==> src/rtl/sync_fifo_8x16.sv <==
// ---------------------------------------------------------------------------
// sync_fifo_8x16
// Single-clock FIFO with registered (non-fall-through) read data.
// Write and read pointers carry one extra wrap bit above the address bits,
// so full and empty are told apart without spending a storage entry.
// full, empty and data_count are registered from next-state values, so no
// combinational path runs from wr_en/rd_en to any status output.
// overflow/underflow are one-cycle pulses that flag a request rejected at
// the previous edge.
// ---------------------------------------------------------------------------
module sync_fifo_8x16 #(
  parameter int DATA_WIDTH = 8,
  parameter int DEPTH      = 16,            // power of two, at least 2
  parameter int CNT_WIDTH  = $clog2(DEPTH) + 1
) (
  input  logic                  clk,
  input  logic                  rst_n,
  input  logic [DATA_WIDTH-1:0] din,
  input  logic                  wr_en,
  input  logic                  rd_en,
  output logic [DATA_WIDTH-1:0] dout,
  output logic                  full,
  output logic                  empty,
  output logic [CNT_WIDTH-1:0]  data_count,
  output logic                  overflow,
  output logic                  underflow
);

  localparam int ADDR_W = $clog2(DEPTH);

  localparam logic [ADDR_W:0]    PTR_ONE   = (ADDR_W + 1)'(1);
  localparam logic [CNT_WIDTH-1:0] CNT_ONE  = CNT_WIDTH'(1);
  localparam logic [CNT_WIDTH-1:0] CNT_FULL = CNT_WIDTH'(DEPTH);

  // Storage and state
  logic [DATA_WIDTH-1:0] r_mem [DEPTH];
  logic [ADDR_W:0]       r_wr_ptr;
  logic [ADDR_W:0]       r_rd_ptr;
  logic [CNT_WIDTH-1:0]  r_count;
  logic                  r_full;
  logic                  r_empty;
  logic [DATA_WIDTH-1:0] r_dout;
  logic                  r_overflow;
  logic                  r_underflow;

  // Accept/reject decisions and next-state values
  logic                  w_wr_acc;
  logic                  w_rd_acc;
  logic                  w_wr_rej;
  logic                  w_rd_rej;
  logic [ADDR_W:0]       w_wr_ptr_nxt;
  logic [ADDR_W:0]       w_rd_ptr_nxt;
  logic [CNT_WIDTH-1:0]  w_count_nxt;
  logic                  w_full_nxt;
  logic                  w_empty_nxt;

  // Acceptance uses the registered flags, i.e. the state before the edge,
  // so a simultaneous read never frees room for a write in the same cycle.
  assign w_wr_acc = wr_en && !r_full;
  assign w_rd_acc = rd_en && !r_empty;
  assign w_wr_rej = wr_en &&  r_full;
  assign w_rd_rej = rd_en &&  r_empty;

  // Next pointer, count and flag values for the coming edge
  always_comb begin
    // NOTE: every signal assigned here gets a default first, so no path can
    // leave it unassigned and infer a latch.
    w_wr_ptr_nxt = r_wr_ptr;
    w_rd_ptr_nxt = r_rd_ptr;
    w_count_nxt  = r_count;

    if (w_wr_acc) w_wr_ptr_nxt = r_wr_ptr + PTR_ONE;
    if (w_rd_acc) w_rd_ptr_nxt = r_rd_ptr + PTR_ONE;

    unique case ({w_wr_acc, w_rd_acc})
      2'b10:   w_count_nxt = r_count + CNT_ONE;
      2'b01:   w_count_nxt = r_count - CNT_ONE;
      default: w_count_nxt = r_count;
    endcase

    // Same address with a different wrap bit means the writer has lapped the
    // reader by exactly DEPTH entries; identical pointers mean nothing stored.
    w_full_nxt  = (w_wr_ptr_nxt[ADDR_W-1:0] == w_rd_ptr_nxt[ADDR_W-1:0]) &&
                  (w_wr_ptr_nxt[ADDR_W]     != w_rd_ptr_nxt[ADDR_W]);
    w_empty_nxt = (w_wr_ptr_nxt == w_rd_ptr_nxt);
  end

  // Storage write; the array holds no reset so it can map onto plain RAM
  // NOTE: the memory is deliberately left out of the reset; stale contents
  // are unreachable because the pointers reset to equal (empty) values.
  always_ff @(posedge clk) begin
    if (w_wr_acc) r_mem[r_wr_ptr[ADDR_W-1:0]] <= din;
  end

  // Pointers, occupancy and status flags
  // NOTE: sequential state uses non-blocking assignments so every register
  // samples pre-edge values regardless of statement order.
  always_ff @(posedge clk or negedge rst_n) begin
    if (!rst_n) begin
      r_wr_ptr <= '0;
      r_rd_ptr <= '0;
      r_count  <= '0;
      r_full   <= 1'b0;
      r_empty  <= 1'b1;
    end else begin
      r_wr_ptr <= w_wr_ptr_nxt;
      r_rd_ptr <= w_rd_ptr_nxt;
      r_count  <= w_count_nxt;
      r_full   <= w_full_nxt;
      r_empty  <= w_empty_nxt;
    end
  end

  // Registered read data; holds its value when no read is accepted
  always_ff @(posedge clk or negedge rst_n) begin
    if (!rst_n) begin
      r_dout <= '0;
    end else if (w_rd_acc) begin
      r_dout <= r_mem[r_rd_ptr[ADDR_W-1:0]];
    end
  end

  // One-cycle error pulses for requests rejected at this edge
  always_ff @(posedge clk or negedge rst_n) begin
    if (!rst_n) begin
      r_overflow  <= 1'b0;
      r_underflow <= 1'b0;
    end else begin
      r_overflow  <= w_wr_rej;
      r_underflow <= w_rd_rej;
    end
  end

  assign dout       = r_dout;
  assign full       = r_full;
  assign empty      = r_empty;
  assign data_count = r_count;
  assign overflow   = r_overflow;
  assign underflow  = r_underflow;

  // The count and the pointer-derived flags must always tell the same story.
  always_ff @(posedge clk) begin
    if (rst_n) begin
      assert (r_count <= CNT_FULL)
        else $error("data_count above DEPTH");
      assert (r_full == (r_count == CNT_FULL))
        else $error("full disagrees with data_count");
      assert (r_empty == (r_count == '0))
        else $error("empty disagrees with data_count");
    end
  end

endmodule

==> config.mk <==
export PLATFORM = sky130hd
export DESIGN_NAME = sync_fifo_8x16
export DESIGN_NICKNAME = d
export VERILOG_FILES = /design/src/rtl/sync_fifo_8x16.sv
export SDC_FILE = /design/constraint.sdc
export NUM_CORES = 1
export LEC_CHECK = 0
export BUFFER_PORTS_ARGS = -buffer_cell sky130_fd_sc_hd__buf_2
export CORE_UTILIZATION = 55
export CTS_CLUSTER_DIAMETER = 150
export CTS_CLUSTER_SIZE = 25
export DETAILED_ROUTE_END_ITERATION = 12
export PLACE_DENSITY_LB_ADDON = 0.08
export SYNTH_ARGS = -nofsm -noshare
export SYNTH_HDL_FRONTEND = slang
export SYNTH_SLANG_ARGS = --single-unit
==> constraint.sdc <==
create_clock -name clk -period 2.8 [get_ports clk]
set_input_delay 0 -clock clk [delete_from_list [all_inputs] [get_ports clk]]
set_output_delay 0 -clock clk [all_outputs]
set_load 0.1 [all_outputs]
* Word level (Yosys, flattened, before mapping)
Memory sizes are Yosys's and may differ from the RTL's. A register that Yosys moved wholly into a read port is not among the register bits.
Cells that the tools add are included.
Widths: inputs -> output; s select.
** Word-level totals
- Logic and storage cells :: 31
- Flip-flop bits (word level) :: 19
- Memories :: 1
- RAM bits :: 128
** Cells by class
- Add/subtract/negate cells :: 4
- Reductions and logical operators :: 9
- Equality and inequality tests :: 5
- Muxes and demuxes :: 5
** Memories
- r_mem :: depth 16, width 8, rd ports 1, clocked after memory_dff 1, write ports 1, RTL line 36 : logic [DATA_WIDTH-1:0] r_mem [DEPTH];
** Operator list (number)
- $add 5x1->5 const B :: 3
- $mux 5 :: 2
- $pmux 5 s2 :: 1
- $eq 5x5->1 :: 1
- $logic_and 1x1->1 :: 5
- $sub 5x1->5 const B :: 1
- $eq 4x4->1 :: 1
- $logic_not 1->1 :: 3
- $eq 2x1->1 const B :: 1
- $eq 2x2->1 const B :: 1
- $mux 1 :: 2
- $reduce_bool 2->1 :: 1
- $ne 1x1->1 :: 1

* Logic depth before layout (Yosys ltp)
- Word-level depth :: 5
- Depth in mapped cells :: 11
- Depth with buffers taken out :: 9

* Worst setup path before layout
No wires, ideal clock.
- Path type :: register to register
- Start :: reg r_full, in the netlist full
- End :: reg r_count[2], in the netlist data_count[2]
- Cell stages (with the launch flop) :: 12
- Required time :: 2.635 ns
- Period minus slack after synthesis :: 2.853 ns
- Setup time :: 0.165 ns
- Path buffers :: 2
- Slack :: -0.053 ns
- Arrival time :: 2.688 ns
- Cells stage by stage :: dfrtp_1 -> and2b_2 -> buf_6 -> inv_1 -> ha_1 -> clkbuf_1 -> xor2_1 -> ha_1 -> a31oi_1 -> xor2_1 -> nor2_1 -> xor2_1
** Between the ends
- Longest elaborated chain between the ends :: 4
- Elaborated cells between the ends (all ways) :: 6
- Those cells by class :: eq/ne (2); mux (1); reduce/logical (3)
** Ends and longest elaborated chain
- start, declared :: RTL line 40 : logic r_full;
- start signal, assigned :: RTL line 109 : r_full <= w_full_nxt;
- $logic_not 1->1 (*) :: RTL line 59 : assign w_wr_acc = wr_en && !r_full;
- $logic_and 1x1->1 (*) :: RTL line 59
- $eq 2x1->1 or $eq 2x2->1 (tied branches) :: RTL line 75 : unique case ({w_wr_acc, w_rd_acc})
- $pmux 5 s2 or $reduce_bool 2->1 (tied branches)
- end signal, assigned :: RTL line 108 : r_count <= w_count_nxt;
- end, declared :: RTL line 39 : logic [CNT_WIDTH-1:0] r_count;
Mark *: on every way between the ends. The rest lies on a longest branch, timed or not.
A chain may end at the register's enable or synchronous reset.

* Final worst setup path
- Start :: reg r_full, in the netlist full
- End :: reg r_count[4], in the netlist data_count[4]
Same word-level chain as after synthesis.

==> impl_metrics.toml <==
[placed_design]
dpl-instance-area_sq_mm = 0.00669
gp_congestion = 0.791
dp_hpwl_microns = 7900
io_buffers = 28
post-place-cells = 540
post-place-ws_ns = 0.417

[setup_path]
critPathBufInv = 1
cp.depth = 8
r2r_start = "full"
startpoint = "full"
cp_cell_sequence = "and2b_2, inv_1, ha_1, ha_1, or4_1, a21oi_1, a311oi_1, xnor2_1"
required_ns = 3.09
critPathCapture = "data_count[4]"
critPathLaunchType = "flip-flop"
arrival_ns = 2.71
cp_max_fo = 11
reg2reg_slack_ns = 0.38
r2r-end = "data_count[4]"
slowest_delay_ns = 0.53
reg2regPathDepth = 8
slowest_stage = "or4_1"
cpMostUsedCell = "ha_1"
crit_path_end_kind = "flip-flop"
crit_family = "simple AND/OR/NAND/NOR gates"
critPathKind = "reg2reg"

[grt]
antenna_found_initial = 0
grt_pass1_vias = 3355
grt_max_degree = 50
track_usage_pct = 23.1
grt_pass1_wl_microns = 18600
overflow = 0

[floorplan]
die_x_microns = 109
rows = 38
die_area_sq_mm = 0.0119
die_y_microns = 109
ioPinCount = 29
core-area_sq_mm = 0.0110
start_util_pct = 57.2

[synthesis]
synth_area_leader_cell = "edfxtp_1"
avgSynthCellArea_sq_um = 16.9
ys_top_cells_by_area = "edfxtp_1 (61%), dfrtp_1 (10%), mux4_2 (5.7%), mux2i_1 (5.1%), a22oi_1 (2.0%)"
syn_inst = 374
ys_types = 38
async_reset_ff_share_pct = 17.4
synth-seq-cells = 155
yosysMostFrequentCell = "edfxtp_1"
yosys.area.top_type_share_pct = 60.9
synth_edf_count = 128
synth-warning-count = 0
syn-num-nets = 394
synth_common_cells = "edfxtp_1 (128), mux2i_1 (32), dfrtp_1 (26), a22oi_1 (17), nand3_1 (17)"
ys.flop_type = "edfxtp_1"
yosysSeqAreaShare_pct = 71.6
syn-cell-area_sq_mm = 0.00631

[timing]
worst_pin_slew_ns = 0.803
period_needed_ns = 2.42
setup_viol = 0
final-hold-violation-count = 0
fin_ws_ns = 0.383
worst_clock_skew_ns = 0.00640
max_slew_margin_pct = 46.2
setup-tns-final_ns = 0
maxSlewViolCount = 0
rsz0062_at_grt = "false"
finalCritPeriodShare_pct = 86.3
fmax_mhz = 414

[routing]
drc_errors = 0
via_per_inst = 5.83
vias = 3397
drtPass1Iterations = 5
drtAntennaViolNets = 0
drt_iter0_drc = 344
drt-total-wl_microns = 12500
wl_per_cell_microns = 21.4

[layout]
syn_to_final_growth_pct = 16.0
drive_above_1_share_pct = 23.9
final_area_sq_mm = 0.00732
antenna_cells = 0
nNetsFinal = 450
final_cells = 583

[clocking]
clock_path_buffers = 2
post-cts-setup-buffer-count = 0
cts_tree = "done"
cts_buffers = 17
cts_sinks = 155
root_buffer = "clkbuf_16"
clk_pin_slew_ns = 0.06
htree_levels = 4
clkLatencyLatePin_ns = 0.42

[power_and_ir_drop]
total_power_mw = 8.58
power.leakage_nw = 2.69
power.density_mw_per_mm2 = 1170
peakVddDrop_uv = 1010

[worst_hold_path]
hp-class = "in2async"

[run]
cap_violations = 0

[outcome]
run_status = "finished, final reports clean"
state kept, by name, indices dropped and copies added (netlist names):
name,count
r_rd_ptr,5
empty,1
r_mem,128
dout,8
r_wr_ptr,5
underflow,1
full,1
overflow,1
data_count,5
worst min path at each step:
stage,startpoint,cells after the start,slack (ns),to
floorplan,rst_n,0,-0.30,data_count[0]
global placement,rst_n,1,0.05,r_rd_ptr[4]
detailed placement,rst_n,1,0.06,r_rd_ptr[4]
CTS,rst_n,2,0.15,r_rd_ptr[4]
global route,rst_n,2,0.21,r_wr_ptr[4]
finish,rst_n,2,0.15,r_wr_ptr[4]
timing repair:
| action | 4_1_cts | 5_1_grt |
|---|---|---|
| endpoints found under the hold margin | 148 | 0 |
| setup endpoints to repair | 0 | 0 |
| hold buffers | 11 | 0 |
| gates resized for setup | 0 | 0 |
metrics by stage:
stage                     util [%]  hold WS, ns
after floorplan                  -       -0.296
after detailed placement      60.6       0.0568
after CTS                     66.4        0.153
after global placement        60.6       0.0532
final                         66.4        0.147
after global routing          66.4        0.210
per-layer routing:
| metal | vias to the layer above | share of wire, % | global-route usage [%] |
|---|---|---|---|
| li1 | 1549 | - | - |
| met1 | 1700 | 44 | 31.0 |
| met2 | 131 | 48 | 36.1 |
| met3 | 17 | 6.7 | 6.87 |
| met4 | 0 | 1.6 | 8.20 |
| met5 | - | 0 | 0 |
final cells by class:
type | instances | area, sq um
Clock buffer | 18 | 429
Clock inverter | 14 | 96.3
Fill cell | 775 | 3710
Inverter | 6 | 22.5
Multi-Input combinational cell | 192 | 1660
Sequential cell | 155 | 4520
Tap cell | 140 | 175
Timing Repair Buffer | 58 | 418
placed cells by master, fill, tap and decap left out, drive strengths merged, types with 2 or more instances in the layout:
master,synthesis,routed
a22oi,17,17
and2,2,2
buf,15,47
clkbuf,6,18
clkinv,0,7
clkinvlp,0,3
dfrtp,26,26
dlygate4sd3,0,11
edfxtp,128,128
ha,8,8
inv,6,10
mux2,11,11
mux2i,32,32
mux4,16,16
nand2,15,15
nand2b,4,4
nand3,17,17
nand3b,2,2
nand4,2,2
nor2,16,16
nor2b,2,2
nor3,6,6
o21ai,11,11
xnor2,11,11
xor2,9,9
report_power, final:
group | switching, mW | internal, mW
Clock | 0.898 | 1.13
Sequential | 0.312 | 2.91
Combinational | 2.18 | 1.15
worst register-to-register path: stages (launching register included):
cell	delay [ns]
dfrtp_2	0.41
and2b_2	0.34
inv_1	0.11
ha_1	0.21
ha_1	0.32
or4_1	0.53
a21oi_1	0.16
a311oi_1	0.08
xnor2_1	0.14
logic make-up after synthesis:
kind of cell | share of synthesized area [%]
muxes | 12.9
xor gates and xnor gates | 2.77
AOI/OAI and AO/OA | 3.47
DFF | 71.6
adders and majority gates | 1.59
buffers and inverters | 2.10
and+or+nand+nor | 5.61
Power figures use the tool's default switching activity.
